### src/rtl/bip_pkg.sv
// Shared BIP definitions: execution controller state encoding and the HLT
// opcode constant. The CPU decoder uses the same opcode constants.
package bip_pkg;

  localparam int LEN_OPCODE = 5;
  localparam logic [LEN_OPCODE-1:0] HLT_OPCODE = 5'b00000;

  typedef enum logic [2:0] {
    S_IDLE  = 3'd0,
    S_CLR   = 3'd1,
    S_RUN   = 3'd2,
    S_PAUSE = 3'd3,
    S_STEP  = 3'd4,
    S_HALT  = 3'd5
  } state_t;

  // The CPU is frozen in these states, so PC/ACC snapshots are taken here.
  function automatic logic is_frozen(state_t s);
    return (s == S_PAUSE) || (s == S_HALT);
  endfunction

endpackage

### src/rtl/bip_exec_ctrl_if.sv
// Bus between the BIP top level / CPU and the execution controller.
//
// Control semantics: start and step are single-cycle pulses. They are sampled
// on a rising clk edge and act on the state held at that edge. There is no
// back-pressure. start always wins over step and mode. A step that arrives
// outside PAUSE is dropped. cpu_en is the only output that depends
// combinationally on an input (instr). Every other output is a register.
interface bip_exec_ctrl_if
  import bip_pkg::*;
#(
  parameter int len_addr   = 11,
  parameter int len_data   = 16,
  parameter int len_cycles = 32
) ();

  logic                  start;
  logic                  step;
  logic                  mode;
  logic [len_data-1:0]   instr;
  logic [len_addr-1:0]   pc;
  logic [len_data-1:0]   acc;

  logic                  cpu_en;
  logic                  cpu_rst;
  logic                  busy;
  logic                  halted;
  logic [len_cycles-1:0] cycle_count;
  logic [len_addr-1:0]   pc_snap;
  logic [len_data-1:0]   acc_snap;
  logic                  snap_valid;

  // Debug visibility: the FSM state and the counter saturation flag.
  state_t                state_dbg;
  logic                  cnt_sat_dbg;

  modport master (
    output start, step, mode, instr, pc, acc,
    input  cpu_en, cpu_rst, busy, halted, cycle_count,
           pc_snap, acc_snap, snap_valid, state_dbg, cnt_sat_dbg
  );

  modport slave (
    input  start, step, mode, instr, pc, acc,
    output cpu_en, cpu_rst, busy, halted, cycle_count,
           pc_snap, acc_snap, snap_valid, state_dbg, cnt_sat_dbg
  );

endinterface

### src/rtl/bip_sat_counter.sv
// Up-counter that sticks at all-ones instead of wrapping.
// A synchronous clear has priority over the count enable.
module bip_sat_counter #(
  parameter int width = 32
) (
  input  logic             clk,
  input  logic             reset,
  input  logic             clr_i,
  input  logic             en_i,
  output logic [width-1:0] count_o,
  output logic             sat_o
);

  logic [width-1:0] count_q;
  logic [width-1:0] count_d;

  assign sat_o   = &count_q;
  assign count_o = count_q;

  // Next count: clear, else increment unless already saturated.
  always_comb begin
    count_d = count_q;
    if (clr_i) begin
      count_d = '0;
    end else if (en_i && !sat_o) begin
      count_d = count_q + 1'b1;
    end
  end

  // Count register with synchronous reset.
  always_ff @(posedge clk) begin
    if (reset) begin
      count_q <= '0;
    end else begin
      count_q <= count_d;
    end
  end

endmodule

### src/rtl/bip_exec_ctrl.sv
// BIP execution controller. It gates the CPU clock-enable, handles free-run
// and single-step operation, and stops the CPU before a HLT executes. It also
// counts executed cycles and snapshots PC/ACC while the CPU is frozen.
module bip_exec_ctrl
  import bip_pkg::*;
#(
  parameter int                    len_addr    = 11,
  parameter int                    len_data    = 16,
  parameter int                    len_opcode  = LEN_OPCODE,
  parameter int                    len_cycles  = 32,
  parameter logic [len_opcode-1:0] halt_opcode = HLT_OPCODE
) (
  input  logic         clk,
  input  logic         reset,
  bip_exec_ctrl_if.slave bus
);

  // The opcode sits in the top bits of the instruction. The shift keeps the
  // comparison full-width.
  localparam logic [len_data-1:0] HALT_WORD = len_data'(halt_opcode);

  state_t              state_q, state_d;
  logic                cpu_rst_q, busy_q, halted_q;
  logic [len_addr-1:0] pc_snap_q;
  logic [len_data-1:0] acc_snap_q;
  logic                snap_valid_q;
  logic                is_halt;
  logic                cpu_en;

  assign is_halt = ((bus.instr >> (len_data - len_opcode)) == HALT_WORD);

  // The CPU advances in RUN unless the fetched word is HLT. STEP always
  // advances, because it is only entered when the instruction is not HLT.
  assign cpu_en = ((state_q == S_RUN) && !is_halt) || (state_q == S_STEP);

  // Next-state logic. start overrides everything once the controller has left IDLE.
  always_comb begin
    state_d = state_q;
    unique case (state_q)
      S_IDLE:  if (bus.start) state_d = S_CLR;
      S_CLR:   state_d = bus.mode ? S_PAUSE : S_RUN;
      S_RUN: begin
        if (bus.start)      state_d = S_CLR;
        else if (is_halt)   state_d = S_HALT;
        else if (bus.mode)  state_d = S_PAUSE;
      end
      S_PAUSE: begin
        if (bus.start)                 state_d = S_CLR;
        else if (bus.step && !is_halt) state_d = S_STEP;
        else if (bus.step && is_halt)  state_d = S_HALT;
        else if (!bus.mode)            state_d = S_RUN;
      end
      S_STEP:  state_d = bus.start ? S_CLR : S_PAUSE;
      S_HALT:  if (bus.start) state_d = S_CLR;
      default: state_d = S_IDLE;
    endcase
  end

  // State register. The status outputs are registered from the next state,
  // so they stay glitch-free and line up with state_q.
  always_ff @(posedge clk) begin
    if (reset) begin
      state_q   <= S_IDLE;
      cpu_rst_q <= 1'b1;
      busy_q    <= 1'b0;
      halted_q  <= 1'b0;
    end else begin
      state_q   <= state_d;
      cpu_rst_q <= (state_d == S_IDLE) || (state_d == S_CLR);
      busy_q    <= (state_d == S_CLR) || (state_d == S_RUN) || (state_d == S_STEP);
      halted_q  <= (state_d == S_HALT);
    end
  end

  // Snapshot PC/ACC in every frozen cycle. CLR drops only the valid flag, so
  // the old values remain readable until the next freeze.
  always_ff @(posedge clk) begin
    if (reset) begin
      pc_snap_q    <= '0;
      acc_snap_q   <= '0;
      snap_valid_q <= 1'b0;
    end else if (state_q == S_CLR) begin
      snap_valid_q <= 1'b0;
    end else if (is_frozen(state_q)) begin
      pc_snap_q    <= bus.pc;
      acc_snap_q   <= bus.acc;
      snap_valid_q <= 1'b1;
    end
  end

  bip_sat_counter #(
    .width (len_cycles)
  ) u_cycle_cnt (
    .clk     (clk),
    .reset   (reset),
    .clr_i   (state_q == S_CLR),
    .en_i    (cpu_en),
    .count_o (bus.cycle_count),
    .sat_o   (bus.cnt_sat_dbg)
  );

  assign bus.cpu_en     = cpu_en;
  assign bus.cpu_rst    = cpu_rst_q;
  assign bus.busy       = busy_q;
  assign bus.halted     = halted_q;
  assign bus.pc_snap    = pc_snap_q;
  assign bus.acc_snap   = acc_snap_q;
  assign bus.snap_valid = snap_valid_q;
  assign bus.state_dbg  = state_q;

endmodule

### src/flat_wrapper.sv
// flat-port wrapper written by rule: the top's interface ports become plain ports
module bip_exec_ctrl_flat import bip_pkg::*;
#(
  parameter int                    len_addr    = 11,
  parameter int                    len_data    = 16,
  parameter int                    len_opcode  = LEN_OPCODE,
  parameter int                    len_cycles  = 32,
  parameter logic [len_opcode-1:0] halt_opcode = HLT_OPCODE
)
  (clk, reset, bus_start, bus_step, bus_mode, bus_instr, bus_pc, bus_acc, bus_cpu_en, bus_cpu_rst, bus_busy, bus_halted, bus_cycle_count, bus_pc_snap, bus_acc_snap, bus_snap_valid, bus_state_dbg, bus_cnt_sat_dbg);
  bip_exec_ctrl_if #(.len_addr(len_addr), .len_data(len_data), .len_cycles(len_cycles)) bus_i ();
  input  logic clk;
  input  logic reset;
  input wire logic [$bits(bus_i.start)-1:0] bus_start;
  input wire logic [$bits(bus_i.step)-1:0] bus_step;
  input wire logic [$bits(bus_i.mode)-1:0] bus_mode;
  input wire logic [$bits(bus_i.instr)-1:0] bus_instr;
  input wire logic [$bits(bus_i.pc)-1:0] bus_pc;
  input wire logic [$bits(bus_i.acc)-1:0] bus_acc;
  output wire logic [$bits(bus_i.cpu_en)-1:0] bus_cpu_en;
  output wire logic [$bits(bus_i.cpu_rst)-1:0] bus_cpu_rst;
  output wire logic [$bits(bus_i.busy)-1:0] bus_busy;
  output wire logic [$bits(bus_i.halted)-1:0] bus_halted;
  output wire logic [$bits(bus_i.cycle_count)-1:0] bus_cycle_count;
  output wire logic [$bits(bus_i.pc_snap)-1:0] bus_pc_snap;
  output wire logic [$bits(bus_i.acc_snap)-1:0] bus_acc_snap;
  output wire logic [$bits(bus_i.snap_valid)-1:0] bus_snap_valid;
  output wire logic [$bits(bus_i.state_dbg)-1:0] bus_state_dbg;
  output wire logic [$bits(bus_i.cnt_sat_dbg)-1:0] bus_cnt_sat_dbg;
  assign bus_i.start = bus_start;
  assign bus_i.step = bus_step;
  assign bus_i.mode = bus_mode;
  assign bus_i.instr = bus_instr;
  assign bus_i.pc = bus_pc;
  assign bus_i.acc = bus_acc;
  assign bus_cpu_en = bus_i.cpu_en;
  assign bus_cpu_rst = bus_i.cpu_rst;
  assign bus_busy = bus_i.busy;
  assign bus_halted = bus_i.halted;
  assign bus_cycle_count = bus_i.cycle_count;
  assign bus_pc_snap = bus_i.pc_snap;
  assign bus_acc_snap = bus_i.acc_snap;
  assign bus_snap_valid = bus_i.snap_valid;
  assign bus_state_dbg = bus_i.state_dbg;
  assign bus_cnt_sat_dbg = bus_i.cnt_sat_dbg;
  bip_exec_ctrl #(.len_addr(len_addr), .len_data(len_data), .len_opcode(len_opcode), .len_cycles(len_cycles), .halt_opcode(halt_opcode)) u_core (.clk(clk), .reset(reset), .bus(bus_i));
endmodule
### config.mk
export PLATFORM = sky130hd
export DESIGN_NAME = bip_exec_ctrl_flat
export DESIGN_NICKNAME = d
export VERILOG_FILES = /design/src/rtl/bip_pkg.sv /design/src/rtl/bip_exec_ctrl_if.sv /design/src/rtl/bip_sat_counter.sv /design/src/rtl/bip_exec_ctrl.sv /design/src/flat_wrapper.sv
export SDC_FILE = /design/constraint.sdc
export NUM_CORES = 1
export LEC_CHECK = 0
export ABC_AREA = 1
export CAP_MARGIN = 5
export CORE_MARGIN = 2
export CORE_UTILIZATION = 46
export DETAILED_ROUTE_END_ITERATION = 10
export PLACE_DENSITY = 0.81
export SLEW_MARGIN = 40
export SYNTH_ARGS = -nofsm -noshare
export SYNTH_HDL_FRONTEND = slang
export SYNTH_SLANG_ARGS = --single-unit
### constraint.sdc
create_clock -name clk -period 2.1 [get_ports clk]
set_input_delay 0.21 -clock clk [delete_from_list [all_inputs] [get_ports clk]]
set_output_delay 0.21 -clock clk [all_outputs]
set_load 0.02 [all_outputs]
* Word-level counts from Yosys, hierarchy flattened
Cells that the tools add are included.
** Operators by class
- $add $sub $neg :: 1
- Equal/unequal tests :: 9
- Muxes and demuxes :: 11
- Bitwise operators :: 1
- Reduce and logical (&&, ||, !) cells :: 18
** Operators with widths (count)
- $add 32x1->32 const B :: 1
- $reduce_and 32->1 :: 1
- $mux 3 :: 8
- $logic_not 16->1 :: 1
- $pmux 3 s5 :: 1
- $eq 3x3->1 const B :: 4
- $eq 3x2->1 const B :: 3
- $eq 3x1->1 const B :: 2
- $logic_not 3->1 :: 2
- $logic_or 1x1->1 :: 5
- $logic_and 1x1->1 :: 4
- $reduce_or 2->1 :: 2
- $logic_not 1->1 :: 2
- $mux 2 :: 1
- $reduce_and 2->1 :: 1
- $mux 1 :: 1
- $not 1->1 :: 1
** Word-level totals
- Register bits after elaboration :: 66
- Bits of input ports :: 48
- Output and inout bits :: 68
- Logic and storage cells :: 48

* Logic depth before layout (Yosys ltp)
- Depth in word-level cells :: 9
- Mapped depth :: 12
- Gate-level depth less buffers :: 11

* Modules after synthesis
Synthesis repeated with hierarchy kept, for this count alone.
** Unflattened totals
- Cell total of the unflattened synthesis :: 526
- Area, all modules :: 3362.0 µm²
** By module, submodules not included
- bip_sat_counter :: instances 1, cells an instance 333, area an instance 1961.9 µm², sequential area each 640.6 µm²
- bip_exec_ctrl :: instances 1, cells an instance 193, area an instance 1400.1 µm², sequential area each 680.7 µm²

* Worst setup path before layout
Ideal clock, no wire load.
- Path kind :: flip-flop to output port
- Start :: register u_core.u_cycle_cnt.count_q[1], in the netlist u_core.u_cycle_cnt.count_o[1]
- End :: output port bus_cnt_sat_dbg
- Arrival time :: 1.713 ns
- Data required time :: 1.890 ns
- Slack :: 0.177 ns
- Cell stages (with the launch flop) :: 9
- Buffers on the path :: 0
- Cells stage by stage :: dfxtp_1 > ha_1 > nand2_2 > nor2_1 > nand2_1 > nor2_2 > and2_1 > nand3_1 > nor2_1
** Between the ends
- Cells in the longest elaborated chain, start to end :: 1
** Ends and longest elaborated chain
- start, declared :: line bip_sat_counter.sv:14 : logic [width-1:0] count_q;
- start signal, assigned :: line bip_sat_counter.sv:35 : count_q <= count_d;
- $reduce_and 32->1 :: line bip_sat_counter.sv:17 : assign sat_o = &count_q;
- end, declared :: line flat_wrapper.sv:29 : output wire logic [$bits(bus_i.cnt_sat_dbg)-1:0] bus_cnt_sat_dbg;
No other way between the ends.

* Worst setup path in the final report
- Start :: register u_core.u_cycle_cnt.count_q[0], in the netlist u_core.u_cycle_cnt.count_o[0]
- End :: output port bus_cnt_sat_dbg
The elaborated chain is that of the path after synthesis.

==> impl_metrics.tcl <==
set metrics [dict create \
    outcome "finished, final reports clean" \
    dp.cells 748 \
    peakVddDrop_uv 451 \
    period_minus_slack_ns 1.97 \
    ant_nets 0 \
    drc 0 \
    multiInputGateArea_um2 1800 \
    syn-num-nets 576 \
    die_x_um 89.3 \
    clk_latency_ns 0.34 \
    synth_top_area_cell "dfxtp_1" \
    portBuffers 104 \
    layout.nets 709 \
    synth.mux.area_fraction_pct 0 \
    placement_rows 31 \
    num_vias 3789 \
    dpl.hpwl_mm 7.34 \
    yosys.area_share.xor_xnor_pct 3.40 \
    synth_flop_cell "dfxtp_1" \
    grt_start_max_net_pins 29 \
    antenna_cells 0 \
    synth_common_cells "nand2_1, nor2_1, dfxtp_1, inv_1, o21ai_0" \
    crit_type "flop to output pin" \
    synth_top_area_share_pct 39.5 \
    finalNonFillerCells 764 \
    synthAdderAreaFrac_pct 0.374 \
    yosys_warnings 0 \
    cts_sinks 66 \
    start_kind "flop" \
    place_area_um2 4680 \
    fmax_mhz 507 \
    seq_area_frac_synth_pct 39.5 \
    synth.avg_cell_area_um2 6.35 \
    wl_mm 9.61 \
    antenna_found_initial 0 \
    h-tree-depth 3 \
    seqCellArea_um2 1320 \
    maxCapViolations 0 \
    ys_types 29 \
    setup_viol 0 \
    routed_via_density 4.96 \
    power-per-cell-area_nw_per_um2 609 \
    maxSlewHeadroom_pct 74.9 \
    hp-class "input pin to flop" \
    die_area_um2 7980 \
    grt_pass1_wl_mm 16.0 \
    drive_above_1_share_pct 9.77 \
    nFillCells 648 \
    synth_edf_count 0 \
    routabilityCongestion 0.929 \
    cp.required_ns 1.89 \
    area_growth_pct 45.1 \
    pin_count 116 \
    syn_inst 527 \
    design.core.area_um2 7140 \
    worstSetupEndpointType "output pin" \
    crit_fanout 2 \
    clk_pin_slew_worst_paths_ns 0.07 \
    rsz0062_at_grt "yes" \
    synth.cell_area_um2 3350 \
    cp.arrival_ns 1.76 \
    hold_slack_ns 0.449 \
    synth_most_common_cell "nand2_1" \
    period_share_pct 94.0 \
    postLayoutCellArea_um2 4860 \
    clk_path_buf_depth 2 \
    cts-buffers-inserted 9 \
    fp.dieH_um 89.3 \
    wl_per_cell_um 12.6 \
    grtUsageTotal_pct 25.8 \
    start_util_pct 46.9 \
    drtPass1Iterations 5 \
    drtIter0Drc 260 \
    worstMarginPinSlew_ns 0.372 \
    clockRootBuffer "clkbuf_8" \
    power.total_mw 2.96 \
    cts_tree "yes" \
    pre_cts_ws_ns 0.00221 \
    synth_top_family_by_area "simple AND/OR/NAND/NOR gates" \
    async_reset_ff_share_pct 0 \
    ys_ff_latch 66 \
    slew_violations 0 \
    synth_compound_area_share_pct 9.34 \
    worst_slack_ns 0.127 \
    hold_viol 0 \
    synthTopCellsByArea "dfxtp_1, nand2_1, nor2_1" \
    p_leak_nw 1.92 \
    overflow 0 \
    synthSimpleGateAreaFrac_pct 40.4 \
    finClkSkew_ns 0.00551 \
    grt_pass1_vias 3572 \
    cts_hold_buf 0 \
]
==> per-stage QoR <==
| stage | TNS, ns | utilization (%) |
|---|---|---|
| finish | 0 | 68.1 |
| global route | -0.0206 | 68.1 |
| CTS | 0 | 67.9 |
| detailed placement | 0 | 65.6 |
| global placement | 0 | 65.6 |
| floorplan | 0 | - |
==> sequential cells by signal, indices dropped and copies added (netlist names) <==
| register | flops |
|---|---|
| u_core.bus.state_dbg | 3 |
| u_core.bus.acc_snap | 16 |
| u_core.u_cycle_cnt.count_o | 32 |
| u_core.bus.pc_snap | 11 |
| u_core.bus.busy | 1 |
| u_core.bus.halted | 1 |
| u_core.bus.snap_valid | 1 |
| u_core.bus.cpu_rst | 1 |
==> critical path: stages, from the launching register on <==
cell,delay (ns)
dfxtp_1,0.35
ha_2,0.20
nand2_2,0.06
nor2_1,0.08
nand2_1,0.09
nor2_2,0.11
and2_4,0.15
nand3_1,0.10
nor2_2,0.13
buf_4,0.15
==> kinds of logic (layout without fill, tap and decap cells) <==
logic type,after synthesis,count (layout)
adder cells (fa/ha/maj),1,1
flip-flops,66,66
buffers and inverters,55,193
XOR/XNOR,13,13
AND/OR/NAND/NOR,330,330
AO/OA/AOI/OAI,62,62
==> path summary, 6_finish.rpt <==
check                                              startpoint                       endpoint  slack (ns)  cells after the start
worst max-delay path            u_core.u_cycle_cnt.count_o[0]                bus_cnt_sat_dbg        0.13                      9
worst max register to register  u_core.u_cycle_cnt.count_o[0]  u_core.u_cycle_cnt.count_o[5]        0.21                     12
worst min register to register          u_core.bus.snap_valid          u_core.bus.snap_valid        0.49                      2
worst min-delay path                                bus_pc[5]          u_core.bus.pc_snap[5]        0.45                      3
==> where the power goes <==
part / total (mW) / internal (mW) / switching, mW
clock: 0.942 / 0.454 / 0.488
sequential: 1.36 / 1.32 / 0.0426
combinational: 0.656 / 0.277 / 0.379
==> metal layers <==
metal / up-vias / global-route usage [%] / share of wire, %
met3: 19 / 8.86 / 9.0
li1: 1918 / - / -
met4: 0 / 10.9 / 2.2
met2: 147 / 42.4 / 47
met5: - / 0 / 0
met1: 1705 / 30.7 / 42
==> what timing repair did <==
item,4_1_cts,5_1_grt
endpoints found under the hold margin,0,0
gates resized for setup,5,5
endpoints found under the setup margin,2,2
gates cloned,0,0
setup buffers,0,0
==> cells in the final DEF, fill, tap and decap left out, drive strengths merged <==
cell type and instances:
clkbuf 11, clkdlybuf4s50 102, clkinv 4, o21ai 34, o21bai 1, ha 1
clkinvlp 2, nand4 5, dfxtp 66, inv 38, nand3b 4, nor2 129
and2 1, nand2 161, nor4 1, dlygate4sd2 1, nand3 18, nor3 11
a21oi 27, xor2 7, buf 35, xnor2 6
==> cell type report <==
type / count / share of cell area [%]
clock buffer: 11 / 2.91
clock inverter: 5 / 0.618
inverter: 39 / 3.01
multi-input combinational: 406 / 37.1
sequential: 66 / 27.2
tap: 99 / 2.55
timing repair buffer: 138 / 26.6
No activity file was read; power rests on OpenSTA's default activity.
